==> src/rtl/imm_encoder.sv <==
// Two-stage valid/ready encoder that packs a signed immediate into the I/S/B/U/J fields of an
// RV32I instruction word. It validates the format, opcode, alignment and range of each request.
module imm_encoder #(
  parameter int unsigned CNT_W        = 16,
  parameter bit          CHECK_OPCODE = 1'b1
) (
  input  logic             clk,
  input  logic             reset,
  input  logic             in_valid,
  output logic             in_ready,
  input  logic [2:0]       in_fmt,
  input  logic [31:0]      in_imm,
  input  logic [31:0]      in_base,
  output logic             out_valid,
  input  logic             out_ready,
  output logic [31:0]      out_instr,
  output logic [2:0]       out_err,
  input  logic             clr_cnt,
  output logic [CNT_W-1:0] cnt_ok,
  output logic [CNT_W-1:0] cnt_err
);

  localparam logic [2:0] FmtI = 3'd0;
  localparam logic [2:0] FmtS = 3'd1;
  localparam logic [2:0] FmtB = 3'd2;
  localparam logic [2:0] FmtU = 3'd3;
  localparam logic [2:0] FmtJ = 3'd4;

  logic             s1_v_q, s2_v_q;
  logic [2:0]       s1_fmt_q;
  logic [31:0]      s1_imm_q, s1_base_q;
  logic [2:0]       s1_err_q, s2_err_q;
  logic [31:0]      s2_instr_q;
  logic [CNT_W-1:0] cnt_ok_q, cnt_err_q;

  logic        adv2, accept, deliver;
  logic [2:0]  chk_err;
  logic        op_ok, misaligned, out_of_range;
  logic [6:0]  opcode;
  logic [31:0] field_mask, field_val, packed_instr;

  assign adv2     = !s2_v_q || out_ready;
  assign in_ready = !s1_v_q || adv2;
  assign accept   = in_valid && in_ready;
  assign deliver  = s2_v_q && out_ready;
  assign opcode   = in_base[6:0];

  // Request checks are evaluated at the input so S1 only carries the resulting code.
  always_comb begin
    op_ok        = 1'b0;
    misaligned   = 1'b0;
    out_of_range = 1'b0;
    case (in_fmt)
      FmtI: begin
        op_ok        = opcode inside {7'b0010011, 7'b0000011, 7'b1100111, 7'b1110011};
        out_of_range = !((&in_imm[31:11]) || !(|in_imm[31:11]));
      end
      FmtS: begin
        op_ok        = (opcode == 7'b0100011);
        out_of_range = !((&in_imm[31:11]) || !(|in_imm[31:11]));
      end
      FmtB: begin
        op_ok        = (opcode == 7'b1100011);
        misaligned   = in_imm[0];
        out_of_range = !((&in_imm[31:12]) || !(|in_imm[31:12]));
      end
      FmtU: begin
        op_ok        = opcode inside {7'b0110111, 7'b0010111};
        misaligned   = |in_imm[11:0];
      end
      FmtJ: begin
        op_ok        = (opcode == 7'b1101111);
        misaligned   = in_imm[0];
        out_of_range = !((&in_imm[31:20]) || !(|in_imm[31:20]));
      end
      default: ;
    endcase
  end

  always_comb begin
    chk_err = 3'd0;
    if (in_fmt > FmtJ)                chk_err = 3'd1;
    else if (CHECK_OPCODE && !op_ok)  chk_err = 3'd2;
    else if (misaligned)              chk_err = 3'd3;
    else if (out_of_range)            chk_err = 3'd4;
  end

  always_comb begin
    field_mask = '0;
    field_val  = '0;
    case (s1_fmt_q)
      FmtI: begin
        field_mask = 32'hFFF0_0000;
        field_val  = {s1_imm_q[11:0], 20'b0};
      end
      FmtS: begin
        field_mask = 32'hFE00_0F80;
        field_val  = {s1_imm_q[11:5], 13'b0, s1_imm_q[4:0], 7'b0};
      end
      FmtB: begin
        field_mask = 32'hFE00_0F80;
        field_val  = {s1_imm_q[12], s1_imm_q[10:5], 13'b0, s1_imm_q[4:1], s1_imm_q[11], 7'b0};
      end
      FmtU: begin
        field_mask = 32'hFFFF_F000;
        field_val  = {s1_imm_q[31:12], 12'b0};
      end
      FmtJ: begin
        field_mask = 32'hFFFF_F000;
        field_val  = {s1_imm_q[20], s1_imm_q[10:1], s1_imm_q[11], s1_imm_q[19:12], 12'b0};
      end
      default: ;
    endcase
    // Errored requests return the base with the immediate field cleared.
    packed_instr = (s1_base_q & ~field_mask) | ((s1_err_q == 3'd0) ? field_val : 32'h0);
  end

  always_ff @(posedge clk or negedge reset) begin
    if (!reset) begin
      s1_v_q    <= 1'b0;
      s1_fmt_q  <= '0;
      s1_imm_q  <= '0;
      s1_base_q <= '0;
      s1_err_q  <= '0;
    end else if (in_ready) begin
      s1_v_q <= in_valid;
      if (accept) begin
        s1_fmt_q  <= in_fmt;
        s1_imm_q  <= in_imm;
        s1_base_q <= in_base;
        s1_err_q  <= chk_err;
      end
    end
  end

  always_ff @(posedge clk or negedge reset) begin
    if (!reset) begin
      s2_v_q     <= 1'b0;
      s2_instr_q <= '0;
      s2_err_q   <= '0;
    end else if (adv2) begin
      s2_v_q <= s1_v_q;
      if (s1_v_q) begin
        s2_instr_q <= packed_instr;
        s2_err_q   <= s1_err_q;
      end
    end
  end

  always_ff @(posedge clk or negedge reset) begin
    if (!reset) begin
      cnt_ok_q  <= '0;
      cnt_err_q <= '0;
    end else if (clr_cnt) begin
      cnt_ok_q  <= '0;
      cnt_err_q <= '0;
    end else if (deliver) begin
      if (s2_err_q == 3'd0) begin
        if (cnt_ok_q != '1) cnt_ok_q <= cnt_ok_q + CNT_W'(1);
      end else begin
        if (cnt_err_q != '1) cnt_err_q <= cnt_err_q + CNT_W'(1);
      end
    end
  end

  assign out_valid = s2_v_q;
  assign out_instr = s2_instr_q;
  assign out_err   = s2_err_q;
  assign cnt_ok    = cnt_ok_q;
  assign cnt_err   = cnt_err_q;

endmodule

==> config.mk <==
export PLATFORM = sky130hd
export DESIGN_NAME = imm_encoder
export DESIGN_NICKNAME = d
export VERILOG_FILES = /design/src/rtl/imm_encoder.sv
export SDC_FILE = /design/constraint.sdc
export NUM_CORES = 1
export LEC_CHECK = 0
export CORE_ASPECT_RATIO = 1.4
export CORE_MARGIN = 2
export CORE_UTILIZATION = 51
export CTS_CLUSTER_DIAMETER = 100
export DETAILED_ROUTE_END_ITERATION = 6
export PLACE_DENSITY = 0.91
export SLEW_MARGIN = 20
export SYNTH_ARGS = -nofsm -noshare
export SYNTH_HDL_FRONTEND = slang
export SYNTH_SLANG_ARGS = --single-unit
==> constraint.sdc <==
create_clock -name clk -period 2.42 [get_ports clk]
set_input_delay 0.484 -clock clk [delete_from_list [all_inputs] [get_ports clk]]
set_output_delay 0.484 -clock clk [all_outputs]
set_load 0.01 [all_outputs]
# Yosys cells after proc, flatten, opt, wreduce, memory -nomap -nowiden
# Cells that the tools add are included.
# word_totals
ff_bits	139
in_bits	72
output_inout_bits	69
elab_cells	94
# classes
n_addsub	2
n_lt_le_gt_ge	1
eq_ne	20
muxes	18
bitwise_logic	3
n_reduce_logical	40
# op_table
operator	count
32-bit case mux with 5 select lines	1
16-bit two-way mux	8
32-bit case mux with 3 select lines	1
16-bit by 1-bit adder with 16-bit output, second input constant	2
32-bit bitwise AND	1
32-bit two-way mux	1
16-bit inequality test, second input constant	2
32-bit NOT	1
32-bit bitwise OR	1
7-bit == test, second input constant	4
12-bit OR reduction	2
21-bit AND reduction	1
21-bit OR reduction	1
20-bit AND reduction	1
20-bit OR reduction	1
7-bit by 5-bit == test with 1-bit output, second input constant	2
7-bit by 6-bit == test with 1-bit output, second input constant	2
3-bit by 2-bit == test with 1-bit output, second input constant	4
3-bit logical NOT	4
3-bit two-way mux	4
12-bit AND reduction	1
2-bit nonzero test	5
1-bit logical NOT	8
2-bit OR reduction	4
other kinds (13)	22

# Depth between registers and ports, before layout
# logic_depth
word_depth	9
mapped_depth	8
mapped_depth_nobuf	7

# Least setup slack after synthesis
# OpenSTA, ideal clock, no wires.
# synth_path
path_kind	reg2reg
startpoint	reg cnt_err_q[0], in the netlist cnt_err[0]
endpoint	reg cnt_err_q[7], in the netlist cnt_err[7]
setup_ps	132
arrival_ps	1706
required_time_ps	2288
path_slack_ps	583
stages_incl_launch_ff	8
n_path_buf	0
period_less_slack_ps	1837
cell_sequence	dfrtp_1 > ha_1 > inv_1 > or4_4 > o21ai_4 > nor3_1 > xnor2_1 > nor2_1
# synth_via
elab_chain_len	5
word_cells_on_any_way	8
classes_between	add/sub (1); eq/ne (1); mux (4); reduce/logical (2)
# synth_lines
item	line	rtl
start, declared	34	logic [CNT_W-1:0] cnt_ok_q, cnt_err_q;
start signal, assigned	161	if (cnt_err_q != '1) cnt_err_q <= cnt_err_q + CNT_W'(1);
16-bit by 1-bit adder with 16-bit output	161	
16-bit two-way mux	161	
16-bit two-way mux	158	if (s2_err_q == 3'd0) begin
16-bit two-way mux	157	end else if (deliver) begin
16-bit two-way mux	154	end else if (clr_cnt) begin
# Several ways; a longest one is shown, not always the timed one. The select of a mux whose other input is x is not followed.
# A chain may end at the register's enable or synchronous reset.

# Worst setup path in the final report
# layout_path
startpoint	in out_ready
endpoint	out in_ready
# layout_via
elab_chain_len	2
# layout_lines
item	line	rtl
start, declared	15	input logic out_ready,
1-bit logical OR	42	assign adv2 = !s2_v_q || out_ready;
1-bit logical OR	43	assign in_ready = !s1_v_q || adv2;
end, declared	10	output logic in_ready,
# No other way between the ends.

==> run_results.csv <==
group,metric,value,unit
run_status,status,"complete, no violations",
clock_tree,numCtsBuffers,17,
drt,post-route-drc-count,0,
placement,finalWeightedCongestion,0.882,
power_and_ir_drop,vdd.ir_drop.worst,0.000462,V
setup_path,cp.arrival,1.78,ns
sta,max_freq,442,MHz
setup_path,timing.rr.start,"cnt_ok[0]",
drt,wl,16700,um
placement,hpwl,12100,um
setup_path,startpoint,"out_ready",
worst_hold_path,hold_class,"reg2reg",
synthesis,synth_largest_area_cell,"dfrtp_1",
synthesis,synth-main-ff-cell,"dfrtp_1",
synthesis,synth_commonest_cells,"dfrtp_1 (139), mux2_2 (75), nand2_1 (57)",
drt,vias,5272,
global_route,grt_overflow,0,
global_route,grt.total_usage,25.2,%
sta,fin_crit_sh,93.4,%
worst_hold_path,hold_start,"out_instr[12]",
power_and_ir_drop,leakagePower,3.66,nW
sta,finalHoldViolCount,0,
final_layout,num_antenna_cells,0,
die,die_height,138,um
drt,firstDrtPassIters,5,
die,ios,141,
drt,detail_route.wl_per_cell,18.6,um
clock_tree,cts_max_level,4,
setup_path,endpoint_kind,"primary output",
die,initial_utilization,52.6,%
power_and_ir_drop,power.total,6.85,mW
final_layout,final_layout_size_suffix_gt1_share,18.9,%
setup_path,r2r_cells,7,
die,die_width,99.4,um
drt,viasPerCell,5.87,
worst_hold_path,hold_path_depth,2,
sta,relSlewSlack,52.6,%
setup_path,r2r-end,"cnt_ok[13]",
sta,fin_ws,0.159,ns
clock_tree,clock_path_buffers,2,
clock_tree,clkSinkCount,139,
synthesis,synth_most_common_cell,"dfrtp_1",
clock_tree,clkLatencyLatePin,0.42,ns
power_and_ir_drop,power_density,786,nW/um^2
final_layout,syn2layout_area_growth,34.1,%
global_route,grt_pass1_vias,5386,
clock_tree,cts_setup_buffers,0,
die,die-area,13700,sq um
synthesis,ys_warn_count,0,
global_route,grt_pass1_wl,26900,um
placement,io_buffer_count,140,
synthesis,synth_nets,659,
global_route,grt_max_degree,80,
drt,drt_iter0_drc,374,
synthesis,yosys-top-cells-area,"dfrtp_1 (53%), mux2_2 (13%), nand2_1 (3.3%)",
synthesis,synthDominantCellAreaShare,53.5,%
sta,finalMaxSlewViolations,0,
global_route,antenna_found_initial,0,
die,num_rows,48,
setup_path,worst-setup-path-type,"in2out",
setup_path,r2r_slack,0.33,ns
flow_run,drv_cap,0,
clock_tree,cts_tree,"done",
synthesis,ys_ff_latch,139,
synthesis,synth_area,6500,sq um
sta,rsz0062_at_grt,"no",
die,core_area,12400,sq um
synthesis,synthCells,585,
clock_tree,clkTransAtPathRegs,0.06,ns
placement,post-place-ws,-0.0301,ns
synthesis,syn_avg_cell_area,11.1,sq um
setup_path,cp-start-kind,"input pin",
synthesis,synth.yosys.seq_area_share,53.5,%
sta,hold_ws,0.483,ns
synthesis,asyncSetResetFlopFracSynth,100,%
sta,setup_violations,0,
setup_path,cp.required,1.94,ns
sta,clock_skew,0.0107,ns
sta,tightest_slew,0.711,ns
final_layout,nets,809,
worst_hold_path,whs_endpoint,"out_instr[12]",
synthesis,synth_edf_count,0,
synthesis,yosysUniqueCellTypes,51,
clock_tree,root_buffer,"clkbuf_16",
sta,period_minus_slack,2.26,ns
drt,antenna_left,0,
setup_path,cp_max_fo,5,
-- what timing repair did --
action	CTS	global route
resized for setup	0	0
hold buffers	1	0
endpoints found under the setup margin	0	0
hold endpoints to repair	24	0
-- worst max-delay path by stage --
stage	slack (ns)	cells past startpoint	endpoint
2_1_floorplan	0.58	7	cnt_err[7]
3_3_place_gp	-0.1	8	s1_err_q[2]
3_5_place_dp	-0.03	8	s1_err_q[2]
4_1_cts	0.15	3	in_ready
5_1_grt	0.07	3	in_ready
6_report	0.16	3	in_ready
-- cells by family (layout without fill, tap and decap cells) --
| family | Yosys count | in the layout | share of synthesized area (%) |
|---|---|---|---|
| and+or+nand+nor | 188 | 188 | 15.0 |
| xor gates and xnor gates | 28 | 28 | 3.77 |
| DFF | 139 | 139 | 53.5 |
| muxes | 81 | 81 | 13.9 |
| buffers and inverters | 42 | 205 | 2.98 |
| adders and majority gates | 2 | 2 | 0.385 |
| AOI/OAI and AO/OA | 105 | 105 | 10.5 |
-- registers in the layout, summed over array words and instances, names as in the netlist --
signal / cells
s1_err_q: 3
cnt_err: 16
out_instr: 32
s1_base_q: 32
s1_fmt_q: 3
s1_v_q: 1
cnt_ok: 16
out_valid: 1
out_err: 3
s1_imm_q: 32
-- layout by cell type (no fill, tap or decap), types with 5 or more instances in the layout --
cell type        synthesis  layout
a21oi_1                 23      23
a22o_1                   8       8
a22oi_1                 13      13
and3_1                  13      13
buf_4                    0      17
clkbuf_16                0      17
clkdlybuf4s50_1          0     139
clkinv_4                 0       5
dfrtp_1                139     139
inv_1                   13      13
mux2_2                  75      75
mux2i_1                  6       6
nand2_1                 57      55
nand2b_1                 5       5
nand3_1                  9       9
nand4_1                  6       6
nor2_1                  41      41
nor3_1                  16      15
nor4_1                  10      10
o21ai_0                 36      36
or3_1                    6       6
xnor2_1                 21      21
xor2_1                   7       7
-- report_power, final --
| part | switching [mW] | internal, mW | leakage [nW] | total (mW) |
|---|---|---|---|---|
| Combinational | 0.636 | 0.767 | 1.64 | 1.40 |
| Sequential | 0.245 | 2.66 | 1.73 | 2.90 |
| Clock | 0.998 | 1.55 | 0.288 | 2.55 |
-- layout make-up --
class,count,area (sq um)
clock buffer,19,443
tap,150,188
multi-input combinational,404,2840
fill,830,3650
timing repair buffer,160,1580
sequential,139,3480
clock inverter,13,144
inverter,13,48.8
-- metrics by stage --
stage | TNS (ns) | utilization, % | std cells | cell area (sq um)
final | 0 | 70.5 | 898 | 8720
after global routing | 0 | 70.5 | 898 | 8720
after CTS | 0 | 70.5 | 898 | 8720
after detailed placement | -0.0301 | 65.7 | 865 | 8130
after global placement | -0.0953 | 65.7 | 865 | 8130
after floorplan | 0 | - | 585 | 6500
-- routing by layer --
metal | wire length (um) | global-route usage, %
met5 | 0 | 0
met1 | 6420 | 29.8
met2 | 9080 | 44.6
met4 | 373 | 9.74
met3 | 878 | 5.68
-- worst max-delay path, stage by stage --
cell	delay (ns)
clkdlybuf4s50_1	0.52
nand3b_1	0.20
clkdlybuf4s50_1	0.57
Power figures use the tool's default switching activity.
